### config.mk
export PLATFORM = sky130hd
export DESIGN_NAME = rand_draw_arbiter
export DESIGN_NICKNAME = d
export VERILOG_FILES = /design/src/rtl/rand_pkg.sv /design/src/rtl/lfsr32_step.sv /design/src/rtl/rand_draw_arbiter.sv
export SDC_FILE = /design/constraint.sdc
export NUM_CORES = 1
export LEC_CHECK = 0
export ABC_AREA = 1
export ABC_CLOCK_PERIOD_IN_PS = 4600
export CAP_MARGIN = 20
export CORE_UTILIZATION = 60
export CTS_CLUSTER_DIAMETER = 30
export CTS_CLUSTER_SIZE = 30
export DETAILED_ROUTE_END_ITERATION = 16
export GPL_ROUTABILITY_DRIVEN = 0
export GPL_TIMING_DRIVEN = 0
export PLACE_DENSITY = 0.81
export SLEW_MARGIN = 20
export SYNTH_ARGS = -nofsm -noshare
export SYNTH_HDL_FRONTEND = slang
export SYNTH_SLANG_ARGS = --single-unit
### constraint.sdc
create_clock -name clk -period 4.6 [get_ports clk]
set_input_delay 0.92 -clock clk [delete_from_list [all_inputs] [get_ports clk]]
set_output_delay 0.92 -clock clk [all_outputs]
set_load 0.005 [all_outputs]
### src/rtl/rand_pkg.sv
// -----------------------------------------------------------------------------
// rand_pkg
// Shared definitions for the game's random-number arbiter: LFSR width and
// feedback taps, the draw FSM state type, and the round-robin pick helper.
// No ports (package).
// -----------------------------------------------------------------------------
package rand_pkg;

   localparam int LFSR_W   = 32;
   localparam int TAP_A    = 31;
   localparam int TAP_B    = 21;
   localparam int TAP_C    = 1;
   localparam int TAP_D    = 0;

   // Arbitration is always done on a 4-wide vector; unused requester slots
   // are tied to zero so the scan order still matches "mod NREQ".
   localparam int MAX_NREQ = 4;
   localparam int PTR_W    = 2;

   typedef enum logic [1:0] {
      S_IDLE  = 2'd0,
      S_STEP  = 2'd1,
      S_CHECK = 2'd2
   } state_t;

   typedef struct packed {
      logic             found;
      logic [PTR_W-1:0] idx;
   } pick_t;

   // First set bit of req at or after ptr, wrapping. Scanning from the far
   // end backwards lets the nearest candidate overwrite the others.
   function automatic pick_t rr_pick(input logic [MAX_NREQ-1:0] req,
                                     input logic [PTR_W-1:0]    ptr);
      pick_t            p;
      logic [PTR_W-1:0] idx;
      p = '0;
      for (int i = MAX_NREQ - 1; i >= 0; i--) begin
         idx = ptr + PTR_W'(i);
         if (req[idx]) begin
            p.found = 1'b1;
            p.idx   = idx;
         end
      end
      return p;
   endfunction

endpackage

### src/rtl/lfsr32_step.sv
// -----------------------------------------------------------------------------
// lfsr32_step
// 32-bit XNOR LFSR, shifting right with the feedback bit entering at the top.
// The all-zero state is legal (XNOR feedback), so reset loads zero.
// Ports:
//   clk   in   rising-edge clock
//   reset in   asynchronous active-low reset, clears the register
//   en    in   advance the LFSR by one step this cycle
//   msbs  out  top OUT_W bits of the current state
// -----------------------------------------------------------------------------
module lfsr32_step
   import rand_pkg::*;
#(
   parameter int OUT_W = LFSR_W
)(
   input  logic             clk,
   input  logic             reset,
   input  logic             en,
   output logic [OUT_W-1:0] msbs
);

   logic [LFSR_W-1:0] state;
   logic              xn;

   assign xn   = ~(state[TAP_A] ^ state[TAP_B] ^ state[TAP_C] ^ state[TAP_D]);
   assign msbs = state[LFSR_W-1 -: OUT_W];

   // NOTE: clocked state uses non-blocking assignments so every register
   // samples pre-edge values, independent of process ordering.
   always_ff @(posedge clk or negedge reset) begin
      if (!reset) begin
         state <= '0;
      end else if (en) begin
         state <= {xn, state[LFSR_W-1:1]};
      end
   end

endmodule

### src/rtl/rand_draw_arbiter.sv
// -----------------------------------------------------------------------------
// rand_draw_arbiter
// Sole owner of the game's random state. Round-robin arbitrates up to NREQ
// consumers onto one LFSR, steps it STEPS times per draw, and rejection-samples
// the top VW bits against the winner's bound. After MAX_TRY rejections the
// draw is forced to 0.
// Ports:
//   clk    in   rising-edge clock
//   reset  in   asynchronous active-low reset
//   req    in   [NREQ]         per-requester level request, held until ack
//   bound  in   [NREQ][VW+1]   exclusive upper limit, sampled at grant (0 -> 1)
//   ack    out  [NREQ]         one-cycle one-hot pulse, value valid with it
//   value  out  [VW]           drawn value, held until the next ack
//   busy   out                 high while a draw is in progress
// -----------------------------------------------------------------------------
module rand_draw_arbiter
   import rand_pkg::*;
#(
   parameter int NREQ     = 2,
   parameter int VW       = 3,
   parameter int STEPS    = 8,
   parameter int MAX_TRY  = 4,
   parameter int FREE_RUN = 0
)(
   input  logic                  clk,
   input  logic                  reset,
   input  logic [NREQ-1:0]       req,
   input  logic [NREQ-1:0][VW:0] bound,
   output logic [NREQ-1:0]       ack,
   output logic [VW-1:0]         value,
   output logic                  busy
);

   localparam int SW = $clog2(STEPS + 1);
   localparam int TW = $clog2(MAX_TRY + 1);

   localparam logic [VW:0]          B_ONE  = 1;
   localparam logic [MAX_NREQ-1:0]  OH_ONE = 1;

   state_t                    state, state_nxt;
   logic                      lfsr_en;
   logic [VW-1:0]             r;
   logic [PTR_W-1:0]          owner, ptr, owner_inc, arb_ptr;
   logic [VW:0]               bound_q, bound_pick;
   logic [SW-1:0]             step_cnt;
   logic [TW-1:0]             try_cnt;
   logic [MAX_NREQ-1:0]       req_pad, ack_pad, owner_oh, cand;
   logic [MAX_NREQ-1:0][VW:0] bound_pad;
   logic                      accept, last_step, last_try, done, grant;
   pick_t                     pick;

   lfsr32_step #(.OUT_W(VW)) u_lfsr (
      .clk   (clk),
      .reset (reset),
      .en    (lfsr_en),
      .msbs  (r)
   );

   // Widen the per-requester vectors to the fixed arbitration width.
   always_comb begin
      // NOTE: each combinational output is given a default before any
      // conditional/partial assignment, so no latch can be inferred.
      req_pad   = '0;
      ack_pad   = '0;
      bound_pad = '0;
      req_pad[NREQ-1:0] = req;
      ack_pad[NREQ-1:0] = ack;
      for (int i = 0; i < NREQ; i++) begin
         bound_pad[i] = bound[i];
      end
   end

   assign owner_oh  = OH_ONE << owner;
   assign owner_inc = (owner == PTR_W'(NREQ - 1)) ? '0 : owner + PTR_W'(1);

   // Compare at VW+1 bits so bound = 2^VW accepts every raw value.
   assign accept    = {1'b0, r} < bound_q;
   assign last_step = (step_cnt == SW'(STEPS - 1));
   assign last_try  = (try_cnt == TW'(MAX_TRY - 1));
   assign done      = (state == S_CHECK) && (accept || last_try);

   // Two arbitration slots: in S_IDLE the requester whose ack is still high
   // is masked; at a completion edge the finishing owner is masked so a
   // waiting peer is granted on that same edge with no idle gap.
   assign cand       = (state == S_IDLE) ? (req_pad & ~ack_pad) : (req_pad & ~owner_oh);
   assign arb_ptr    = (state == S_IDLE) ? ptr : owner_inc;
   assign pick       = rr_pick(cand, arb_ptr);
   assign grant      = ((state == S_IDLE) || done) && pick.found;
   assign bound_pick = (bound_pad[pick.idx] == '0) ? B_ONE : bound_pad[pick.idx];

   // FSM state register
   always_ff @(posedge clk or negedge reset) begin
      if (!reset) begin
         state <= S_IDLE;
      end else begin
         state <= state_nxt;
      end
   end

   // FSM next-state logic
   always_comb begin
      state_nxt = state;
      case (state)
         S_IDLE:  if (grant)     state_nxt = S_STEP;
         S_STEP:  if (last_step) state_nxt = S_CHECK;
         S_CHECK: state_nxt = (!done || grant) ? S_STEP : S_IDLE;
         default: state_nxt = S_IDLE;
      endcase
   end

   // FSM outputs
   always_comb begin
      busy    = (state == S_STEP) || (state == S_CHECK);
      lfsr_en = (state == S_STEP) || ((FREE_RUN != 0) && (state == S_IDLE));
   end

   // Draw datapath: ownership, pointer, counters and registered result.
   always_ff @(posedge clk or negedge reset) begin
      if (!reset) begin
         owner    <= '0;
         ptr      <= '0;
         bound_q  <= '0;
         step_cnt <= '0;
         try_cnt  <= '0;
         ack      <= '0;
         value    <= '0;
      end else begin
         ack <= '0;
         if (done) begin
            ack   <= owner_oh[NREQ-1:0];
            value <= accept ? r : '0;
            ptr   <= owner_inc;
         end
         if (grant) begin
            owner    <= pick.idx;
            bound_q  <= bound_pick;
            step_cnt <= '0;
            try_cnt  <= '0;
         end else if (state == S_STEP) begin
            step_cnt <= step_cnt + SW'(1);
         end else if ((state == S_CHECK) && !done) begin
            try_cnt  <= try_cnt + TW'(1);
            step_cnt <= '0;
         end
      end
   end

endmodule
==> results.md <==
- Clock Latency Late Sink: 300 ps
- Synth top area share: between 50% and 60%
- Diode count: 0
- Pin count of the biggest net entering global routing: 55
- Worst Reg-to-Reg Cells: 12
- Distinct cells, synth: 23
- Worst r2r src: state[1]
- Grt total ovfl: 0
- Crit. path cell count: 3
- # DRC: 0
- Unrepaired setup endpoints after global routing: no
- TritonRoute pass-1 iters: 4
- Crit Path Class: reg2out
- Worst hold slack: 479.2 ps
- Rows: 22
- # H-tree levels: 2
- CP required: 3680 ps
- HP Class: reg2reg
- GRT Total Usage: 23.21%
- Highest-count cells in the layout ignoring fill and taps: nand2_1 (128), dfrtp_1 (54), inv_1 (23)
- Worst path cell trace: inv_1 > ha_1 > clkdlybuf4s50_1
- Setup crit start kind: flip-flop
- Hold EP: u_lfsr.state[18]
- Core box area: 3799 µm²
- Dominant cell type by area after synthesis: dfrtp_1
- Post-CTS Resized: 0
- Post-synthesis sequential area ratio: 54.79%
- Max incr delay on CP: 490 ps
- Max Root-Sink Buffers: 2
- ANT nets after route: 0
- PD cells: 610.9 nW/µm²
- Worst Min Path Start: u_lfsr.state[18]
- Clk pin slew, worst setup/hold paths: 90 ps
- Setup Viol. Count Final: 0
- Fmax: 405.2 MHz
- Commonest non-fill, non-tap cell in the layout: nand2_1
- Total number of vias: approximately 1900
- Reported max-cap violation count: 0
- IO Port Bufs: 17
- Syn_nets: 314
- Setup repair bufs after CTS: 0
- Hpwl dp: 3.138 mm
- Via/cell ratio: approximately 5.2
- Avg Inst Size Synth: about 8.4 µm²
- Reg2reg end: try_cnt[2]
- Final setup margin: 2132 ps
- Max stage delay cell, worst path: clkdlybuf4s50_1
- Bufs and invs on worst path: 2
- Post-Place Worst Slack: 2360 ps
- Final core utilization: 73.88%
- Lkg Pwr: 1.526 nW
- DRT iter0 DRCs: 126
- Synth warn: 0
- Clk root buf: clkbuf_8
- Status: finished, final reports clean
- NumNets Final: 338
- Vias in the first global route: 1780
- Hold Violations, Final: 0
- Seq cells post-synth: between 50 and 60
- First-pass GRT wire length: between 7 and 8 mm
- Setup total negative slack: 0 ps
- Arrival time at the worst endpoint: 1550 ps
- Die Footprint: 4371 µm²
- Clk sinks: 54
- Share of layout cells above drive strength 1: 9.464%
- # IOs: 18
- Hold Buf Count CTS: 0
- Tmin final: 2468 ps
- Max-slew violations: 0
- Setup slack, reg-to-reg: roughly 2800 ps
- Final WL: 4.443 mm
- Worst rel slew slack: 57.48%
- Final clock skew: 7.244 ps
- Worst Tran Pin Value: 637.8 ps
- Chip Height: 66.11 µm
- Starting Density: between 60% and 70%
- Area Growth Syn to Fin: 13.80%
- Cells after Synth: 293
- Clock tree from TritonCTS: yes
- Maximum vdd drop: 339.6 µV
- Synth area leaders: dfrtp_1 (55%), nand2_1 (19%), ha_1 (4.6%), inv_1 (3.5%), o21ai_0 (2.6%)
- Total power: 1.714 mW
- WL/cell: 12.17 µm
- Delay-heaviest family, CP: buffers and inverters
- Period utilisation layout: 53.66%
- Num CTS Buffers: 5
- Netlist Area Pre-Place: 2466 µm²
- Worst Hold Path Cells: 2
- Critical-path maximum fanout: 4
- Antenna violations before repair: 0
- Worst setup EP type: primary output
- Die Wd: 66.11 µm
-- state kept, by name, summed over array words and instances, names as in the netlist --
name          flops
bound_q           4
state             2
u_lfsr.state     32
value             3
step_cnt          4
ack               2
owner             2
ptr               2
try_cnt           3
-- metrics by stage --
stage               instances  instance area, µm²
floorplan                 293                2466
detailed placement        358                2694
global placement          358                2696
CTS                       365                2806
finish                    365                2806
global route              365                2806
-- per-layer routing --
layer	track usage, %	share of wire [%]	wire, µm	vias to the layer above
li1	-	-	-	948
met3	5.517	4.2	187	4
met5	0	0	0	-
met4	5.851	0.99	44	0
met1	27.94	45	2017	906
met2	41.58	49	2193	37
-- worst register-to-register path: cells and delay by family, from the launching register on --
kind	cells	cell delay (ps)
adders and majority gates	1	250
buffers and inverters	3	320
DFF	1	430
and+or+nand+nor	8	700
-- cell usage after synthesis --
master,count
buf_2,3
buf_6,1
clkbuf_1,6
dfrtp_1,54
ha_1,9
inv_1,23
inv_2,6
inv_4,1
nand2_1,128
nand2_2,7
nand2_4,1
nand3_1,9
nand3b_1,2
nand4_1,8
nor2_1,6
nor2_2,1
nor2_4,1
nor3_1,1
o21ai_0,13
o21ai_1,7
o22ai_1,1
or2_2,1
xor2_1,4
-- cell type report --
class,instances,area (µm²)
Timing Repair Buffer,17,167.7
Sequential cell,54,1351
Buffer,10,48.80
Fill cell,288,992.2
Multi-Input combinational cell,199,950.9
Tap cell,48,60.06
Clock buffer,6,82.58
Inverter,30,115.1
Clock inverter,1,30.03
-- cell families after synthesis --
group / after synthesis / synth area share [%]
fa+ha+maj: 9 / 4.566
xor+xnor: 4 / 1.420
flops: 54 / 54.79
simple gates: 165 / 28.26
buf+inv: 40 / 6.646
compound gates: 21 / 4.312
-- power breakdown --
group	switching, mW	internal [mW]	total, mW
sequential	0.0874	0.615	0.702
combinational	0.439	0.256	0.695
clock	0.143	0.174	0.317
total	0.670	1.04	1.71
-- worst max-delay path by stage --
stage / start / slack (ps) / to
2_1_floorplan: state[0] / 2960 / busy
4_1_cts: state[0] / 2130 / busy
3_3_place_gp: reset / 1080 / u_lfsr.state[11]
5_1_grt: state[1] / 2070 / busy
6_report: state[1] / 2130 / busy
3_5_place_dp: req[0] / 2360 / bound_q[0]
No activity file was read; power rests on OpenSTA's default activity.
